### src/rtl/cpu54_pkg.sv
// Shared CPU54 definitions: multiply/divide op encodings and FSM state type.
// Latency: n/a (declarations only).
// Backpressure: n/a.
package cpu54_pkg;

    // op[1] selects divide, op[0] selects signed arithmetic
    localparam logic [1:0] MD_OP_MULTU = 2'b00;
    localparam logic [1:0] MD_OP_MULT  = 2'b01;
    localparam logic [1:0] MD_OP_DIVU  = 2'b10;
    localparam logic [1:0] MD_OP_DIV   = 2'b11;

    typedef enum logic [1:0] {
        MD_IDLE = 2'd0,
        MD_RUN  = 2'd1,
        MD_FIX  = 2'd2
    } md_state_t;

    function automatic logic md_is_div(input logic [1:0] op);
        return (op == MD_OP_DIVU) || (op == MD_OP_DIV);
    endfunction

    function automatic logic md_is_signed(input logic [1:0] op);
        return (op == MD_OP_MULT) || (op == MD_OP_DIV);
    endfunction

endpackage

### src/rtl/cpu54_muldiv_datapath.sv
// Radix-2 shift-add multiplier / restoring divider sharing one 2*WIDTH register.
// Latency: one bit per step; results are combinational from the settled register.
// Backpressure: none; load and step are driven by the controlling FSM.
module cpu54_muldiv_datapath
    import cpu54_pkg::*;
#(
    parameter int WIDTH = 32
) (
    input  logic             clock_in,
    input  logic             reset_signal_n,
    input  logic             load,
    input  logic             step,
    input  logic [1:0]       op,
    input  logic [WIDTH-1:0] src_a,
    input  logic [WIDTH-1:0] src_b,
    output logic [WIDTH-1:0] res_hi,
    output logic [WIDTH-1:0] res_lo,
    output logic             res_div_zero
);

    // acc holds {upper product, lower product/multiplier} or {remainder, quotient}
    logic [2*WIDTH-1:0] acc;
    logic [2*WIDTH-1:0] acc_step;
    logic [WIDTH-1:0]   opnd;      // multiplicand magnitude or divisor magnitude
    logic [WIDTH-1:0]   a_raw;     // unmodified dividend for the divide-by-zero result
    logic               is_div_q;
    logic               is_signed_q;
    logic               sign_a;
    logic               sign_b;
    logic               b_zero;

    logic               in_sign_a;
    logic               in_sign_b;
    logic [WIDTH-1:0]   a_mag;
    logic [WIDTH-1:0]   b_mag;

    logic [WIDTH:0]     mul_sum;
    logic [WIDTH:0]     div_shift;
    logic [WIDTH:0]     div_diff;

    logic [2*WIDTH-1:0] prod_fix;
    logic [WIDTH-1:0]   quo;
    logic [WIDTH-1:0]   rem;
    logic [WIDTH-1:0]   quo_fix;
    logic [WIDTH-1:0]   rem_fix;

    // Operand magnitudes: only signed ops strip the sign
    always_comb begin
        in_sign_a = md_is_signed(op) && src_a[WIDTH-1];
        in_sign_b = md_is_signed(op) && src_b[WIDTH-1];
        a_mag     = in_sign_a ? -src_a : src_a;
        b_mag     = in_sign_b ? -src_b : src_b;
    end

    // One iteration: add-then-shift-right for multiply, shift-then-trial-subtract for divide
    always_comb begin
        mul_sum   = {1'b0, acc[2*WIDTH-1:WIDTH]} + (acc[0] ? {1'b0, opnd} : {(WIDTH+1){1'b0}});
        div_shift = {acc[2*WIDTH-1:WIDTH], acc[WIDTH-1]};
        div_diff  = div_shift - {1'b0, opnd};
        acc_step  = acc;
        if (!is_div_q) begin
            acc_step = {mul_sum, acc[WIDTH-1:1]};
        end else if (!div_diff[WIDTH]) begin
            acc_step = {div_diff[WIDTH-1:0], acc[WIDTH-2:0], 1'b1};
        end else begin
            acc_step = {div_shift[WIDTH-1:0], acc[WIDTH-2:0], 1'b0};
        end
    end

    // Operand latch on start, then one iteration per RUN cycle
    always_ff @(posedge clock_in or negedge reset_signal_n) begin
        if (!reset_signal_n) begin
            acc         <= '0;
            opnd        <= '0;
            a_raw       <= '0;
            is_div_q    <= 1'b0;
            is_signed_q <= 1'b0;
            sign_a      <= 1'b0;
            sign_b      <= 1'b0;
            b_zero      <= 1'b0;
        end else if (load) begin
            is_div_q    <= md_is_div(op);
            is_signed_q <= md_is_signed(op);
            sign_a      <= in_sign_a;
            sign_b      <= in_sign_b;
            a_raw       <= src_a;
            b_zero      <= (src_b == '0);
            opnd        <= md_is_div(op) ? b_mag : a_mag;
            acc         <= {{WIDTH{1'b0}}, (md_is_div(op) ? a_mag : b_mag)};
        end else if (step) begin
            acc         <= acc_step;
        end
    end

    // Sign correction and divide-by-zero override of the final result
    always_comb begin
        quo      = acc[WIDTH-1:0];
        rem      = acc[2*WIDTH-1:WIDTH];
        prod_fix = (is_signed_q && (sign_a ^ sign_b)) ? -acc : acc;
        quo_fix  = (is_signed_q && (sign_a ^ sign_b)) ? -quo : quo;
        rem_fix  = (is_signed_q && sign_a) ? -rem : rem;
        res_div_zero = is_div_q && b_zero;
        if (!is_div_q) begin
            res_hi = prod_fix[2*WIDTH-1:WIDTH];
            res_lo = prod_fix[WIDTH-1:0];
        end else if (b_zero) begin
            res_hi = a_raw;
            res_lo = {WIDTH{1'b1}};
        end else begin
            res_hi = rem_fix;
            res_lo = quo_fix;
        end
    end

endmodule

### src/rtl/cpu54_muldiv_unit.sv
// CPU54 multicycle MULT/MULTU/DIV/DIVU unit holding the architectural HI/LO registers.
// Latency: start accepted at edge E, done pulses in the cycle after edge E+WIDTH+1.
// Backpressure: start and HI/LO writes are ignored while busy; done is a bare pulse.
module cpu54_muldiv_unit
    import cpu54_pkg::*;
#(
    parameter int WIDTH = 32
) (
    input  logic             clock_in,
    input  logic             reset_signal_n,
    input  logic             start,
    input  logic [1:0]       op,
    input  logic [WIDTH-1:0] src_a,
    input  logic [WIDTH-1:0] src_b,
    input  logic             cancel,
    input  logic             hi_we,
    input  logic             lo_we,
    input  logic [WIDTH-1:0] wdata,
    output logic             busy,
    output logic             done,
    output logic             div_zero,
    output logic [WIDTH-1:0] hi,
    output logic [WIDTH-1:0] lo
);

    localparam int CW = (WIDTH > 1) ? $clog2(WIDTH) : 1;

    md_state_t        state;
    logic [CW-1:0]    count;
    logic             start_accept;
    logic             step;
    logic             finish;
    logic [WIDTH-1:0] res_hi;
    logic [WIDTH-1:0] res_lo;
    logic             res_div_zero;

    assign start_accept = (state == MD_IDLE) && start;
    assign step         = (state == MD_RUN);
    assign finish       = (state == MD_FIX) && !cancel;

    // Busy spans RUN and FIX, so it drops at the same edge that raises done
    assign busy = (state != MD_IDLE);

    cpu54_muldiv_datapath #(
        .WIDTH (WIDTH)
    ) u_datapath (
        .clock_in       (clock_in),
        .reset_signal_n (reset_signal_n),
        .load           (start_accept),
        .step           (step),
        .op             (op),
        .src_a          (src_a),
        .src_b          (src_b),
        .res_hi         (res_hi),
        .res_lo         (res_lo),
        .res_div_zero   (res_div_zero)
    );

    // Sequencer: IDLE -> RUN for WIDTH iterations -> FIX -> IDLE, cancel aborts anywhere busy
    always_ff @(posedge clock_in or negedge reset_signal_n) begin
        if (!reset_signal_n) begin
            state <= MD_IDLE;
            count <= '0;
        end else begin
            case (state)
                MD_IDLE: begin
                    if (start) begin
                        count <= '0;
                        state <= MD_RUN;
                    end
                end
                MD_RUN: begin
                    if (cancel) begin
                        state <= MD_IDLE;
                    end else begin
                        count <= count + 1'b1;
                        if (count == CW'(WIDTH - 1)) begin
                            state <= MD_FIX;
                        end
                    end
                end
                MD_FIX: begin
                    state <= MD_IDLE;
                end
                default: begin
                    state <= MD_IDLE;
                end
            endcase
        end
    end

    // HI/LO: direct writes only in IDLE, result load only on an uncancelled FIX
    always_ff @(posedge clock_in or negedge reset_signal_n) begin
        if (!reset_signal_n) begin
            hi       <= '0;
            lo       <= '0;
            done     <= 1'b0;
            div_zero <= 1'b0;
        end else begin
            done     <= finish;
            div_zero <= finish && res_div_zero;
            if (finish) begin
                hi <= res_hi;
                lo <= res_lo;
            end else if (state == MD_IDLE) begin
                if (hi_we) begin
                    hi <= wdata;
                end
                if (lo_we) begin
                    lo <= wdata;
                end
            end
        end
    end

endmodule
### config.mk
export PLATFORM = sky130hd
export DESIGN_NAME = cpu54_muldiv_unit
export DESIGN_NICKNAME = d
export VERILOG_FILES = /design/src/rtl/cpu54_pkg.sv /design/src/rtl/cpu54_muldiv_datapath.sv /design/src/rtl/cpu54_muldiv_unit.sv
export SDC_FILE = /design/constraint.sdc
export NUM_CORES = 1
export LEC_CHECK = 0
export CAP_MARGIN = 20
export CORE_ASPECT_RATIO = 0.5
export CORE_MARGIN = 2
export CORE_UTILIZATION = 25
export DETAILED_ROUTE_END_ITERATION = 10
export HOLD_SLACK_MARGIN = 0.12
export SYNTH_ARGS = -nofsm -noshare
export SYNTH_HDL_FRONTEND = slang
export SYNTH_SLANG_ARGS = --single-unit
### constraint.sdc
create_clock -name clock_in -period 3.7 [get_ports clock_in]
set_input_delay 0.74 -clock clock_in [delete_from_list [all_inputs] [get_ports clock_in]]
set_output_delay 0.74 -clock clock_in [all_outputs]
set_load 0.1 [all_outputs]
==> results of run 1 <==
## worst min path at each step
stage	depth (start not counted)	end	slack, ns
after global placement	2	u_datapath.a_raw[13]	0.46
final	1	hi[9]	0.17
after detailed placement	2	u_datapath.a_raw[13]	0.46
after floorplan	0	count[0]	0.44
after global routing	1	hi[9]	0.21
after CTS	1	hi[9]	0.19
## sequential cells by signal, indices dropped and copies added, names as in the netlist
name	cells
u_datapath.a_raw	32
state	2
u_datapath.is_div_q	1
div_zero	1
done	1
u_datapath.b_zero	1
hi	32
u_datapath.opnd	32
count	5
u_datapath.sign_a	1
lo	32
u_datapath.is_signed_q	1
u_datapath.acc	64
u_datapath.sign_b	1
## cells by family after synthesis
logic type | share of synthesized area
compound gates | 0.245
flops | 0.296
buf+inv | 0.0493
fa+ha+maj | 0.0526
xor+xnor | 0.0950
simple gates | 0.195
mux | 0.0669
## through the flow
stage | instances | power (mW) | hold WS (ns) | cell area, sq um
global route | 3346 | 17.4 | 0.213 | 21600
global placement | 3303 | 13.5 | 0.465 | 20800
CTS | 3346 | 16.3 | 0.194 | 21600
floorplan | 2243 | 10.2 | 0.440 | 17400
finish | 3347 | 16.5 | 0.168 | 21600
detailed placement | 3303 | 13.5 | 0.465 | 20800
## cell usage after synthesis, types with 15 or more instances
master    count  share of area
a22oi_1      17         0.0073
a211oi_1     21         0.0090
nand3_1      26         0.0075
dfrtp_1     206           0.30
o211ai_1     65          0.028
o21ai_0     188          0.054
ha_1         70          0.050
a21o_1       42          0.018
nor3_1       48          0.014
nand2b_1     18         0.0065
a32oi_1      31          0.016
xnor2_1      94          0.047
nor2_1      190          0.041
clkbuf_1    128          0.028
and3_1       15         0.0054
mux2i_1     112          0.064
nand2_1     346          0.075
xor2_1       95          0.048
a31oi_1      32          0.011
inv_1        69          0.015
and2_1       15         0.0054
buf_1        20         0.0043
a21oi_1     190          0.055
nor4_1       18         0.0065
## metal layers
layer	track usage	vias up	share of wire
met5	0	-	0.00017
met4	0.0902	2	0.048
met3	0.0331	161	0.082
met2	0.321	841	0.44
met1	0.281	8872	0.44
li1	-	8361	-
## power by group
part	leakage (nW)	switching [mW]	total (mW)	internal [mW]
Combinational	6.45	6.51	10.2	3.67
Sequential	2.54	0.757	3.60	2.85
Clock	0.420	1.09	2.70	1.62
Total	9.40	8.35	16.5	8.13
## worst max-delay path, delay by kind of cell, from the launching register on
kind / cells / cell delay [ns]
buffers and inverters: 1 / 0.25
and+or+nand+nor: 3 / 0.53
DFF: 1 / 0.41
adders and majority gates: 2 / 0.66
muxes: 1 / 0.25
AOI/OAI and AO/OA: 5 / 1.26
## area by class of cell
cell class | instances | area (sq um) | area share
Clock inverter | 7 | 153 | 0.00706
Sequential cell | 206 | 5160 | 0.239
Multi-Input combinational cell | 1812 | 11400 | 0.529
Clock buffer | 36 | 716 | 0.0331
Inverter | 71 | 267 | 0.0123
Timing Repair Buffer | 304 | 2760 | 0.128
Tap cell | 910 | 1140 | 0.0526
Antenna cell | 1 | 2.50 | 0.000116
## timing repair
item / CTS / global route
endpoints found under the hold margin: 0 / 0
resized for setup: 0 / 2
setup endpoints to repair: 0 / 24
==> out/results.tsv, run 1 <==
stage	metric	value	unit
floorplanning	row cnt	68	
global_route	initial antenna violation count	1	
synthesis	flops & latches, synth	206	
timing	Fmax	284	MHz
clock_tree	cts hold-fix bufs	0	
finish	Layout Utilization	0.314	
clock_tree	TritonCTS clock tree	done	
synthesis	Avg Cell Area, Syn	7.77	sq um
synthesis	synthesized netlist cell count	2243	
power_and_ir_drop	Max rail drop VDD	0.327	mV
worst_setup_path	RR Endpoint	u_datapath.acc[41]	
synthesis	FFs w/ async S/R, synth	1.00	
timing	clock skew	0.0324	ns
worst_setup_path	Crit Reg-Reg Startpoint	u_datapath.opnd[0]	
worst_setup_path	Worst Setup EP	u_datapath.acc[41]	
timing	Final setup violation count	0	
synthesis	number of flops mapped to enable cells by yosys	0	
timing	TNS Setup	0	ns
min_path	Hold Path Class	input pin to asynchronous set/reset pin	
placement	dpl hpwl	59300	um
worst_setup_path	Worst setup EP type	register	
timing	RSZ-0062 raised after global routing	false	
floorplanning	Chip Width	377	um
synthesis	Main synth FF type	dfrtp_1	
timing	worst-margin pin slew	1.18	ns
detailed_routing	DR vias	18200	
worst_setup_path	R2R cell count	12	
timing	Rel. slew slack	0.211	
floorplanning	Starting Density	0.253	
detailed_routing	Vias/cell	5.45	
global_route	GR Overflow Total	0	
synthesis	Synth cell types	82	
clock_tree	Post CTS Setup Buffer Count	0	
worst_setup_path	CP Launch Type	register	
timing	fin. max-slew vios	0	
timing	Min Clock Period, post-route	3.52	ns
detailed_routing	number of remaining DRC errors	0	
run_status	status	finished clean	
placement	Placer Congestion	0.999	
power_and_ir_drop	P per Cell Area	762	mW/mm^2
floorplanning	die area	0.0719	sq mm
placement	I/O Buffers	170	
worst_setup_path	Worst EP required	4.09	ns
placement	dpl ws	-0.00280	ns
timing	final hold violation count	0	
power_and_ir_drop	Leakage	9.40	nW
synthesis	synthesized area	0.0174	sq mm
worst_setup_path	beginning of the critical path	u_datapath.opnd[0]	
detailed_routing	Post-Route WL	76100	um
detailed_routing	average wire per standard cell	22.7	um
global_route	first-pass GRT wire length	112000	um
floorplanning	Ports	171	
worst_setup_path	crit path DAT	3.91	ns
detailed_routing	iteration-0 DRC count of the detailed router	2246	
finish	nets@finish	2595	
worst_setup_path	flop2flop setup slack	0.18	ns
floorplanning	core area	0.0689	sq mm
finish	Layout area overhead	24.2	%
global_route	largest net degree at the start of global routing	96	
worst_setup_path	CP Class	register to register	
timing	Period Utilization, post-route	0.952	
global_route	vias in the first global route	17200	
worst_setup_path	critical path, cell by cell	ha_1 -> fa_1 -> nand2b_1 -> a21oi_1 -> o21ai_0 -> a41oi_2 -> o2111a_1 -> nor3_2 -> nor2_2 -> buf_12 -> mux2i_1 -> o21ai_0	
global_route	gr usage total	0.206	
clock_tree	Clk pin slew, worst setup/hold paths	0.07	ns
clock_tree	CTS Buffer Depth	3	
detailed_routing	First-pass DRT Iterations	6	
clock_tree	Num CTS Buffers	24	
flow_run	Max Cap Viol	0	
finish	commonest cells after routing, fill and taps aside	nand2_1, dfrtp_1, nor2_1, a21oi_1, o21ai_0	
finish	layout cells sized above 1	0.0903	
timing	Final WS setup	0.179	ns
worst_setup_path	critical path fanouts, max	21	
worst_setup_path	CP max stage delay	0.42	ns
clock_tree	Root Driver	clkbuf_16	
worst_setup_path	cell mode on critical path	o21ai_0	
finish	most common cell after layout, fill and taps aside	nand2_1	
finish	Layout fillers	7369	
synthesis	sequential area share after synthesis	0.296	
detailed_routing	Post-DRT Antenna Nets	0	
worst_setup_path	slowest cell on the critical path	fa_1	
floorplanning	Die Y	191	um
clock_tree	CTS Sinks	206	
clock_tree	worst skew pair latency	0.57	ns
clock_tree	H-tree depth	1	
synthesis	Synth Warn #	0	
synthesis	Mapped Nets	2419	
Power figures use the tool's default switching activity.
==> run 2, diff against run 1 <==
- CAP_MARGIN: 20 -> 10
- SYNTH_HIERARCHICAL: default -> 1
==> out/results.tsv, run 2 <==
stage	metric	value	unit
finish	Non-Filler Instances	3329	
finish	diode count	0	
synthesis	largest family of logic cells by synthesized area	compound AO/OA/AOI/OAI gates	
synthesis	synthesized area	0.0173	sq mm
detailed_routing	DR vias	17900	
floorplanning	Die Y	190	um
clock_tree	TritonCTS clock tree	done	
worst_setup_path	R2R cell count	16	
worst_setup_path	cell mode on critical path	buf_4	
finish	Reg with most FFs	u_datapath/acc	
worst_setup_path	critical path fanouts, max	3	
power_and_ir_drop	P per Cell Area	733	mW/mm^2
global_route	gr usage total	0.200	
floorplanning	Starting Density	0.252	
power_and_ir_drop	Leakage	9.27	nW
floorplanning	core area	0.0688	sq mm
detailed_routing	First-pass DRT Iterations	5	
finish	number of flip-flops in the largest register	64	
placement	placed instance count	3276	
power_and_ir_drop	Power Total	16.0	mW
timing	fin. max-slew vios	0	
floorplanning	Chip Width	377	um
worst_setup_path	number of cells on the critical path	16	
clock_tree	Num CTS Buffers	25	
finish	nets@finish	2576	
synthesis	Synth Area in XOR/XNOR	0.0878	
finish	Layout fillers	7212	
timing	Period Utilization, post-route	0.969	
placement	dpl hpwl	56600	um
finish	most common cell after layout, fill and taps aside	nand2_1	
synthesis	Synth Warn #	6	
timing	TNS Setup	0	ns
synthesis	synthesized netlist cell count	2196	
worst_setup_path	delay-heaviest family, CP	compound AO/OA/AOI/OAI gates	
synthesis	fraction of the mapped netlist area in adder cells	0.0528	
power_and_ir_drop	Max rail drop VDD	0.392	mV
clock_tree	Clk pin slew, worst setup/hold paths	0.06	ns
worst_setup_path	slowest cell on the critical path	dfrtp_1	
synthesis	number of flops mapped to enable cells by yosys	0	
timing	Final WS setup	0.116	ns
timing	final hold slack	0.178	ns
placement	I/O Buffers	170	
detailed_routing	Post-Route WL	73600	um
global_route	GR Overflow Total	0	
worst_setup_path	Buf/Inv on CP	4	
worst_setup_path	Crit Reg-Reg Startpoint	u_datapath/opnd[1]	
clock_tree	Root Driver	clkbuf_16	
global_route	vias in the first global route	17300	
finish	Layout area overhead	25.7	%
clock_tree	H-tree depth	1	
detailed_routing	Vias/cell	5.39	
synthesis	sequential area share after synthesis	0.297	
clock_tree	CTS Sinks	206	
synthesis	Synth cell types	83	
timing	Fmax	279	MHz
synthesis	FFs w/ async S/R, synth	1.00	
worst_setup_path	beginning of the critical path	u_datapath/opnd[1]	
run_status	status	finished clean	
global_route	largest net degree at the start of global routing	115	
worst_setup_path	Worst setup EP type	register	
floorplanning	die area	0.0716	sq mm
clock_tree	worst skew pair latency	0.56	ns
worst_setup_path	CP Class	register to register	
placement	dpl ws	-0.218	ns
detailed_routing	number of remaining DRC errors	0	
worst_setup_path	CP Launch Type	register	
detailed_routing	Post-DRT Antenna Nets	0	
floorplanning	row cnt	68	
global_route	initial antenna violation count	1	
finish	layout cells sized above 1	0.121	
synthesis	complex-gate fraction of the synthesized area	0.264	
finish	commonest cells after routing, fill and taps aside	nand2_1, o21ai_0, a21oi_1, dfrtp_1, nor2_1	
worst_setup_path	Worst EP required	4.13	ns
synthesis	Simple-Gate Fraction of Synth Area	0.178	
flow_run	Max Cap Viol	0	
synthesis	post-synthesis mux area share	0.0695	
synthesis	Synth top cells by count	nand2_1, o21ai_0, a21oi_1	
synthesis	area leader, netlist	dfrtp_1	
clock_tree	CTS Buffer Depth	3	
placement	Placer Congestion	0.947	
synthesis	count leader, synth	nand2_1	
synthesis	Mapped Nets	2372	
detailed_routing	iteration-0 DRC count of the detailed router	1806	
clock_tree	cts hold-fix bufs	0	
timing	final hold violation count	0	
timing	Final setup violation count	0	
synthesis	Synth area leaders	dfrtp_1, o21ai_0, nand2_1	
timing	Min Clock Period, post-route	3.58	ns
timing	Rel. slew slack	0.251	
synthesis	Avg Cell Area, Syn	7.90	sq um
floorplanning	Ports	171	
min_path	Hold Path Class	input pin to asynchronous set/reset pin	
synthesis	post-synth top area share	0.297	
timing	worst-margin pin slew	1.11	ns
synthesis	flops & latches, synth	206	
worst_setup_path	crit path DAT	4.01	ns
worst_setup_path	critical path, cell by cell	buf_4 -> nand2_1 -> inv_1 -> ha_1 -> a211o_1 -> a211oi_2 -> buf_4 -> o41ai_2 -> buf_4 -> o21ai_0 -> o211ai_1 -> a21oi_1 -> o21ai_1 -> xor2_1 -> o21ai_0 -> o21ai_1	
worst_setup_path	CP max stage delay	0.40	ns
global_route	first-pass GRT wire length	110000	um
detailed_routing	average wire per standard cell	22.1	um
timing	clock skew	0.0210	ns
synthesis	Main synth FF type	dfrtp_1	
run 2: changes by cell type in the layout (fill, tap and decap cells not counted), sizes merged, moves of 15 or more:
| cell | delta |
|---|---|
| a2bb2oi | +65 |
| nand2 | -57 |
| mux2i | -41 |
| mux2 | +40 |
| o21ai | +35 |
| a32oi | -31 |
| a21oi | +20 |
| buf | +20 |
| o211ai | -19 |
| nor2 | -18 |
| a21o | -16 |
| or3 | +16 |
| a31oi | -15 |
run 2: metrics by stage:
step            util  area (sq um)
2_1_floorplan      -         17300
3_3_place_gp   0.302         20800
3_5_place_dp   0.302         20800
4_1_cts        0.315         21700
5_1_grt        0.317         21800
6_report       0.317         21800
run 2: final timing paths:
path,endpoint,slack [ns]
setup / recovery,u_datapath/acc[62],0.12
hold / removal,u_datapath/acc[44],0.18
setup reg to reg,u_datapath/acc[62],0.12
hold reg to reg,u_datapath/opnd[24],0.51
max in group asynchronous,lo[20],2.54
min in group clock_in,u_datapath/opnd[24],0.51
run 2: final cells by class:
class | instances | area (sq um) | area share
clock inverters | 9 | 80.1 | 0.00367
repair buffers | 331 | 2970 | 0.136
inverters | 64 | 240 | 0.0110
clock buffers | 37 | 731 | 0.0335
multi-input cells | 1772 | 11500 | 0.527
well taps | 910 | 1140 | 0.0522
flip-flops and latches | 206 | 5160 | 0.237
run 2: per-layer routing:
layer,share of wire,vias up,GRT usage
met5,0.00018,-,0
met4,0.047,2,0.0886
met3,0.063,145,0.0280
met2,0.47,663,0.333
met1,0.42,8855,0.258
li1,-,8279,-
run 2: worst register-to-register path: stages (launching register included):
cell	delay, ns
dfrtp_1	0.40
buf_4	0.14
nand2_1	0.11
inv_1	0.06
ha_1	0.29
a211o_1	0.35
a211oi_2	0.29
buf_4	0.19
o41ai_2	0.08
buf_4	0.15
o21ai_0	0.28
o211ai_1	0.19
a21oi_1	0.32
o21ai_1	0.19
xor2_1	0.17
o21ai_0	0.17
o21ai_1	0.08
run 2: power by group:
part,switching (mW),internal [mW]
clock,1.08,1.44
combinational,6.02,4.05
sequential,0.612,2.78
total,7.71,8.26
run 2: what timing repair did:
item / 4_1_cts / 5_1_grt
endpoints found under the setup margin: 24 / 43
resized for setup: 4 / 20
pin swaps: 1 / 2
buffers inserted: 5 / 1
cloned: 1 / 0
run 2: cell families after synthesis:
kind of cell,after synthesis
compound gates,737
xor+xnor,173
fa+ha+maj,72
buf+inv,219
flops,206
mux,115
simple gates,674
